<file path="src/rtl/tff_ctr_pkg.sv">
// Shared types and helpers for the T-flip-flop counter controller.
// Optional feature macro used by the controller: TFF_CTR_DOWN_EN (adds up_dn / down-count).
package tff_ctr_pkg;

    // Controller state encoding
    typedef enum logic [1:0] {
        IDLE  = 2'b00,
        COUNT = 2'b01,
        DONE  = 2'b10
    } ctr_state_t;

    // Width used for the clamp helper; callers zero-extend into it and truncate back
    localparam int CLAMP_W = 32;

    // Limit a load value to the legal count range 0..modulus-1
    function automatic logic [CLAMP_W-1:0] clamp_mod(
        input logic [CLAMP_W-1:0] din,
        input int unsigned        modulus
    );
        if (din >= modulus) begin
            return CLAMP_W'(modulus - 1);
        end
        return din;
    endfunction

endpackage

</file>
<file path="src/rtl/tff_counter_ctrl_tff.sv">
// Single T flip-flop with complementary output; one instance per counter bit.
module tff (
    input  logic clk,
    input  logic rst,
    input  logic t,
    output logic q,
    output logic qb
);

    // Toggle on t, clear asynchronously on rst
    always_ff @(posedge clk or posedge rst) begin
        if (rst) begin
            q <= 1'b0;
        end else if (t) begin
            q <= ~q;
        end
    end

    assign qb = ~q;

endmodule

</file>
<file path="src/rtl/tff_counter_ctrl.sv">
// Run/stop controller driving a bank of WIDTH T flip-flops as a mod-MODULUS counter.
// Every change to q (step, wrap, load, restart) is expressed as a toggle vector t = q ^ next_q.
// Define TFF_CTR_DOWN_EN to add the up_dn port and down-counting.
module tff_counter_ctrl #(
    parameter int WIDTH   = 4,
    parameter int MODULUS = 10
) (
    input  logic             clk,
    input  logic             rst,
    input  logic             start,
    input  logic             stop,
    input  logic             oneshot,
    input  logic             load,
    input  logic [WIDTH-1:0] din,
`ifdef TFF_CTR_DOWN_EN
    input  logic             up_dn,
`endif
    output logic [WIDTH-1:0] q,
    output logic             tc,
    output logic             busy,
    output logic             done
);
    import tff_ctr_pkg::*;

    localparam logic [WIDTH-1:0] MAX_VAL = WIDTH'(MODULUS - 1);
    localparam int unsigned      MOD_U   = MODULUS;

    ctr_state_t       state_reg, state_next;
    logic             oneshot_latched_reg, oneshot_latched_next;
    logic             busy_reg, done_reg;
    logic [WIDTH-1:0] qb;
    logic [WIDTH-1:0] q_next;
    logic [WIDTH-1:0] t;
    logic [WIDTH-1:0] term;
    logic [WIDTH-1:0] step_val;
    logic [WIDTH-1:0] restart_val;
    logic [WIDTH-1:0] load_val;
    logic             at_term;

    // Counter bits: q comes straight from the flip-flops, no shadow register
    generate
        for (genvar gi = 0; gi < WIDTH; gi++) begin : g_bit
            tff u_tff (
                .clk (clk),
                .rst (rst),
                .t   (t[gi]),
                .q   (q[gi]),
                .qb  (qb[gi])
            );
        end
    endgenerate

    // Direction-dependent terminal value, wrap step and restart value
`ifdef TFF_CTR_DOWN_EN
    assign term        = up_dn ? MAX_VAL : '0;
    assign restart_val = up_dn ? '0 : MAX_VAL;
    assign step_val    = up_dn ? (at_term ? '0 : q + WIDTH'(1))
                               : (at_term ? MAX_VAL : q - WIDTH'(1));
`else
    assign term        = MAX_VAL;
    assign restart_val = '0;
    assign step_val    = at_term ? '0 : q + WIDTH'(1);
`endif

    // q == term, evaluated bitwise from the complementary outputs (qb_i ^ term_i is 1 where bits match)
    assign at_term  = &(qb ^ term);
    assign load_val = WIDTH'(clamp_mod(CLAMP_W'(din), MOD_U));

    // Next state / next count, priority load > stop > start > count step
    always_comb begin
        state_next           = state_reg;
        oneshot_latched_next = oneshot_latched_reg;
        q_next               = q;
        if (load) begin
            q_next = load_val;
        end else if (stop) begin
            state_next = IDLE;
        end else if (start && (state_reg != COUNT)) begin
            state_next           = COUNT;
            oneshot_latched_next = oneshot;
            if (state_reg == DONE) begin
                q_next = restart_val;
            end
        end else if (state_reg == COUNT) begin
            if (oneshot_latched_reg && at_term) begin
                state_next = DONE;
            end else begin
                q_next = step_val;
            end
        end
    end

    // Toggle exactly the bits that differ between current and next value
    assign t = q ^ q_next;

    // FSM state, oneshot latch and registered status outputs
    always_ff @(posedge clk or posedge rst) begin
        if (rst) begin
            state_reg           <= IDLE;
            oneshot_latched_reg <= 1'b0;
            busy_reg            <= 1'b0;
            done_reg            <= 1'b0;
        end else begin
            state_reg           <= state_next;
            oneshot_latched_reg <= oneshot_latched_next;
            busy_reg            <= (state_next == COUNT);
            done_reg            <= (state_next == DONE);
        end
    end

    assign busy = busy_reg;
    assign done = done_reg;
    assign tc   = (state_reg == COUNT) && at_term;

endmodule

</file>
<file path="config.mk">
export PLATFORM = sky130hd
export DESIGN_NAME = tff_counter_ctrl
export DESIGN_NICKNAME = d
export VERILOG_FILES = /design/src/rtl/tff_ctr_pkg.sv /design/src/rtl/tff_counter_ctrl_tff.sv /design/src/rtl/tff_counter_ctrl.sv
export SDC_FILE = /design/constraint.sdc
export NUM_CORES = 1
export LEC_CHECK = 0
export CAP_MARGIN = 5
export CORE_AREA = 4 4 41 43
export CTS_CLUSTER_DIAMETER = 100
export DETAILED_ROUTE_END_ITERATION = 7
export DIE_AREA = 0 0 45 47
export GPL_ROUTABILITY_DRIVEN = 0
export GPL_TIMING_DRIVEN = 1
export PLACE_DENSITY = 0.8
export SLEW_MARGIN = 20
export SYNTH_ARGS = -nofsm -noshare
export SYNTH_HDL_FRONTEND = slang
export SYNTH_SLANG_ARGS = --single-unit
</file>
<file path="constraint.sdc">
create_clock -name clk -period 3 [get_ports clk]
set_input_delay 0.45 -clock clk [delete_from_list [all_inputs] [get_ports clk]]
set_output_delay 0.45 -clock clk [all_outputs]
set_load 0.01 [all_outputs]
</file>
==> metrics.yaml, run 1 <==
synth:
  syn_inst: 70
  synthFlopType: "dfrtp_1"
  synth-seq-cells: 9
  ys_top_cells_by_area: "dfrtp_1 (37%), nand3b_1 (6.1%), o21ai_0 (4.9%), buf_4 (4.9%), nand3_1 (4.1%)"
  synth_top_area_share_pct: 36.9
  async_flop_share_pct: 100
  yosysTopAreaCell: "dfrtp_1"
  yosysMostFrequentCell: "dfrtp_1"
  ys_types: 31
  synth_seq_area_share_pct: 36.9
  synthesis.nets: 81
  synthTopCellsByCount: "dfrtp_1 (9), nor2_1 (6), o21ai_0 (6)"
  syn_area_um2: 611
  synth_edf_count: 0
  yosys_warnings: 0
  avgSynthCellArea_um2: 8.72
clock_network:
  tritoncts: "built"
  cts_max_path_buffers: 2
  clock-sinks: 9
  cts_max_level: 1
  clockRootBuffer: "clkbuf_4"
  cts_buffers: 3
  cts_resized: 0
  post-cts-setup-buffer-count: 0
  clkLatencyLatePin_ps: 270
  path_clk_slew_ps: 60
  postCtsHoldBufs: 0
pwr:
  total_power_uw: 387
  power_density_nw_per_um2: 504
  p_leak_uw: 0.000314
  ir_drop_uv: 214
layout:
  nets: 95
  post-route-cell-area_um2: 767
  finish.utilization_pct: 58.9
  area_delta_synth_final_pct: 25.6
  largest_register_ffs: 4
  instances_no_fill: 98
  antenna_cells: 0
  drive_gt1_share_pct: 6.02
  n_fill_cell: 117
sta:
  fin_crit_ps: 2170
  worst_pin_slew_ps: 475
  finalHoldViolCount: 0
  fmax_mhz: 460
  drv_slew: 0
  fin_crit_sh_pct: 72.4
  slew_headroom_pct: 68.2
  setup_viol: 0
  skew_ps: 3.97
  rsz0062_at_grt: "false"
  tns_ps: 0
detailed_routing:
  drt_first_pass_iters: 4
  totalWireLength_um: 1400
  routed_via_density: 5.93
  drc: 0
  antenna_left: 0
  vias: 581
  drt_iter0_drc: 15
  post_drt_wl_per_cell_um: 14.3
placed_design:
  placed_area_um2: 741
  dp_cells: 94
  hpwl_um: 979
  numPortBuffers: 16
floorplanning:
  io-pin-count: 17
  coreArea_um2: 1300
  fp.dieArea_um2: 2120
  fp.dieH_um: 47
  row_count: 13
  die_x_um: 45
  initial_core_util_pct: 46.9
worst_setup_path:
  crit_chain: "nor2_1, nand3_1, nor2_1, clkdlybuf4s50_1"
  crit_fanout: 6
  cp_slowest_cell: "clkdlybuf4s50_1"
  reg2regPathDepth: 4
  worstSetupStartpointType: "register"
  endpoint_kind: "output pin"
  required_ps: 2550
  crit_path_frequent_cell: "nor2_1"
  crit_type: "reg2out"
  cpPeakStageDelay_ps: 560
  cp.arrival_ps: 1720
global_route:
  overflow: 0
  grt_pass1_wl_um: 2250
  grt_antenna_before_repair: 0
  grt_max_degree: 15
  track_usage_pct: 15.1
  grt_pass1_vias: 505
worst_hold_path:
  hp-class: "in2async"
job:
  max-cap-violations: 0
run_status:
  status: "finished clean"
==> report_power, final <==
part	switching (uW)	total, uW	internal (uW)
Clock	46.0	97.4	51.5
Sequential	24.4	166	141
Combinational	57.9	124	65.7
==> layout by cell type, fill, tap and decap left out, types with 2 or more instances in the layout <==
| master | n |
|---|---|
| clkdlybuf4s50_1 | 16 |
| dfrtp_1 | 9 |
| nor2_1 | 6 |
| o21ai_0 | 6 |
| nand3b_1 | 5 |
| nand3_1 | 5 |
| nand2_1 | 4 |
| nand4_1 | 3 |
| clkbuf_4 | 3 |
| nand2b_1 | 2 |
| nor3b_1 | 2 |
| nor2b_1 | 2 |
| inv_1 | 2 |
==> final cells by class <==
cell class                      count  area, um2  area share, %
Clock buffer                        4       26.3           3.43
Inverter                            2       7.51          0.979
Multi-Input combinational cell     52        329           42.9
Sequential cell                     9        225           29.4
Tap cell                           15       18.8           2.45
Timing Repair Buffer               16        160           20.9
==> layer usage <==
metal / track usage [%] / wire [um] / up-vias
met2: 24.6 / 672 / 21
met3: 3.45 / 79 / 6
met5: 0 / 0 / -
met1: 18.4 / 618 / 276
met4: 8.77 / 32 / 0
li1: - / - / 278
==> per-stage QoR <==
| stage | hold WS [ps] | setup slack [ps] |
|---|---|---|
| final | 448 | 828 |
| after global routing | 487 | 768 |
| after CTS | 462 | 844 |
| after detailed placement | 539 | 1060 |
| after global placement | 539 | 1050 |
| after floorplan | 278 | 1540 |
==> critical path, delay by kind of cell (launching register included) <==
family | cells | cell delay, ps
buffers and inverters | 1 | 560
AND/OR/NAND/NOR | 3 | 470
flip-flops | 1 | 430
==> cells by family (layout without fill, tap and decap cells) <==
family          after synthesis  after routing  synth area share [%]
buf+inv                       9             22                  9.22
mux                           1              1                  1.84
fa+ha+maj                     1              1                  2.05
simple gates                 34             34                  32.4
flops                         9              9                  36.9
compound gates               16             16                  17.6
==> path summary, 6_finish.rpt <==
check / startpoint / to / slack, ps
worst max register to register: state_reg[1] / g_bit[3].u_tff.q / 1440
max in group asynchronous: rst / g_bit[0].u_tff.q / 2280
worst min register to register: oneshot_latched_reg / oneshot_latched_reg / 560
min in group clk: oneshot_latched_reg / oneshot_latched_reg / 560
worst max-delay path: g_bit[2].u_tff.q / tc / 830
worst min-delay path: rst / state_reg[0] / 450
No activity file was read; power rests on OpenSTA's default activity.
==> run 2: changes to the inputs <==
- CORE_AREA: 4 4 41 43 -> default
- CORE_MARGIN: default -> 4
- CORE_UTILIZATION: default -> 41
- DIE_AREA: 0 0 45 47 -> default
- PLACE_DENSITY: 0.8 -> 0.76
- clock period: 3 -> 1.9 ns (I/O delays scaled with it)
==> metrics.yaml, run 2 (same netlist as run 1, synthesis figures left out) <==
worst_setup_path:
  crit_start: "g_bit[2].u_tff.q"
  required_ps: 2040  # -510 ps
  cp.arrival_ps: 1840  # +120 ps
  cpPeakStageDelay_ps: 520  # -40 ps
  cp_slowest_cell: "or4b_1"
  reg2regPathDepth: 5  # +1
  worstReg2RegStart: "g_bit[2].u_tff.q"
  endpoint_kind: "register"
  crit_chain: "buf_4, or4b_1, nand4_1, a311oi_1, a211o_1"
  crit_fanout: 5  # -1
  crit_type: "reg2reg"
  worstSetupStartpointType: "register"
clock_network:
  cts_buffers: 3  # unchanged
  clkLatencyLatePin_ps: 270  # about the same
  cts_max_path_buffers: 2  # unchanged
  clockRootBuffer: "clkbuf_4"
  postCtsHoldBufs: 0  # unchanged
  clock-sinks: 9  # unchanged
  tritoncts: "built"
  path_clk_slew_ps: 60  # about the same
  cts_max_level: 1  # unchanged
detailed_routing:
  antenna_left: 0  # unchanged
  vias: 579  # -0.34%
  drc: 0  # unchanged
  drt_iter0_drc: 22  # +7
  post_drt_wl_per_cell_um: 14.8  # +3.2%
  totalWireLength_um: 1510  # +7.4%
  drt_first_pass_iters: 4  # unchanged
  routed_via_density: 5.68  # -4.3%
layout:
  antenna_cells: 0  # unchanged
  area_delta_synth_final_pct: 32.6
  finish.utilization_pct: 60.0  # +1.0 points
  final_cell_mix: "clkdlybuf4s50_1 (15), dfrtp_1 (9), o21ai_0 (6)"
  drive_gt1_share_pct: 12.6  # +6.6 points
  largest_register_ffs: 4  # unchanged
  nets: 99  # +4.2%
  n_fill_cell: 121  # +3.4%
  final_common_cell: "clkdlybuf4s50_1"
  multi_input_area_um2: 339  # +3.0%
  regArea_um2: 225  # unchanged
global_route:
  grt_max_degree: 14  # -1
  grtUsageMet1_pct: 22.1  # +3.7 points
  track_usage_pct: 17.2  # +2.0 points
  use_met3_pct: 4.69  # +1.2 points
  grtUsageMet2_pct: 23.1  # -1.5 points
  grt_antenna_before_repair: 0  # unchanged
  grt_pass1_vias: 564  # +12%
  grt.busiest_layer: "met2"
  overflow: 0  # unchanged
  grt_pass1_wl_um: 2500  # +11%
sta:
  setup_viol: 0  # unchanged
  worst_pin_slew_ps: 409  # -66.4 ps
  layout_setup_ws_ps: 207  # -621 ps
  skew_ps: 9.22  # +5.26 ps
  finalHoldViolCount: 0  # unchanged
  fin_crit_ps: 1690
  fmax_mhz: 591
  tns_ps: 0  # unchanged
  drv_slew: 0  # unchanged
  slew_headroom_pct: 72.7  # +4.5 points
  fin_crit_sh_pct: 89.1
  rsz0062_at_grt: "false"
placed_design:
  numPortBuffers: 16  # unchanged
  hpwl_um: 1100  # +12%
  pre_cts_ws_ps: 168  # -894 ps
floorplanning:
  initial_core_util_pct: 45.2  # -1.7 points
  row_count: 13  # unchanged
  die_x_um: 46.6  # +3.5%
  fp.dieH_um: 46.6  # -0.87%
  coreArea_um2: 1350  # +3.7%
  io-pin-count: 17  # unchanged
  fp.dieArea_um2: 2170  # +2.6%
pwr:
  total_power_uw: 631  # +63%
  power_density_nw_per_um2: 779  # +55%
  ir_drop_uv: 368  # +72%
  p_leak_uw: 0.000353  # +13%
worst_hold_path:
  hp-class: "in2async"
job:
  max-cap-violations: 0  # unchanged
run_status:
  status: "finished clean"
## run 2: cell types whose count changed in the layout (fill, tap and decap cells not counted)
cell,previous run,this run
buf_4,0,4
clkdlybuf4s50_1,16,15
dlymetal6s2s_1,0,1
nand2b_1,2,1
nand2b_4,0,1
nor2_1,6,5
nor2_2,0,1
## run 2: worst paths after layout
check | to | slack, ps
min in group clk | oneshot_latched_reg | 580
hold / removal | g_bit[1].u_tff.q | 270
max in group asynchronous | oneshot_latched_reg | 1380
hold reg to reg | oneshot_latched_reg | 580
setup reg to reg | g_bit[3].u_tff.q | 210
setup / recovery | g_bit[3].u_tff.q | 210
## run 2: cell type report
type | count | share of cell area (%)
Tap cell | 15 | 2.32
Sequential cell | 9 | 27.8
Inverter | 2 | 0.927
Multi-Input combinational cell | 52 | 41.9
Timing Repair Buffer | 20 | 23.8
Clock buffer | 4 | 3.25
## run 2: timing repair
action	in CTS	in global routing
buffers inserted	2	0
endpoints found under the hold margin	0	0
cloned	0	0
gates resized for setup	2	2
endpoints found under the setup margin	1	1
## run 2: through the flow
step,cell area (um2),hold slack (ps),instances
2_1_floorplan,611,113,70
3_3_place_gp,756,545,96
3_5_place_dp,756,555,96
4_1_cts,802,278,102
5_1_grt,810,301,102
6_report,810,271,102
## run 2: per-layer routing
metal,vias to the layer above,routed length (um)
li1,287,-
met1,262,662
met2,22,662
met3,8,105
met4,0,75
met5,-,0
## run 2: worst max-delay path, delay by kind of cell, from the launching register on
family                 cells  cell delay [ps]
DFF                        1              400
buffers and inverters      1              150
and+or+nand+nor            2              630
AOI/OAI and AO/OA          2              390
## run 2: power breakdown
group	internal, uW	total (uW)	switching [uW]
clock	81.0	149	67.6
sequential	224	264	40.0
combinational	118	219	101
==> run 3: changes to the inputs <==
- ABC_CLOCK_PERIOD_IN_PS: default -> 1900
- TNS_END_PERCENT: default -> 10
==> results of run 3 <==
No change in the layout: final DEF, timing and power equal those of run 2.
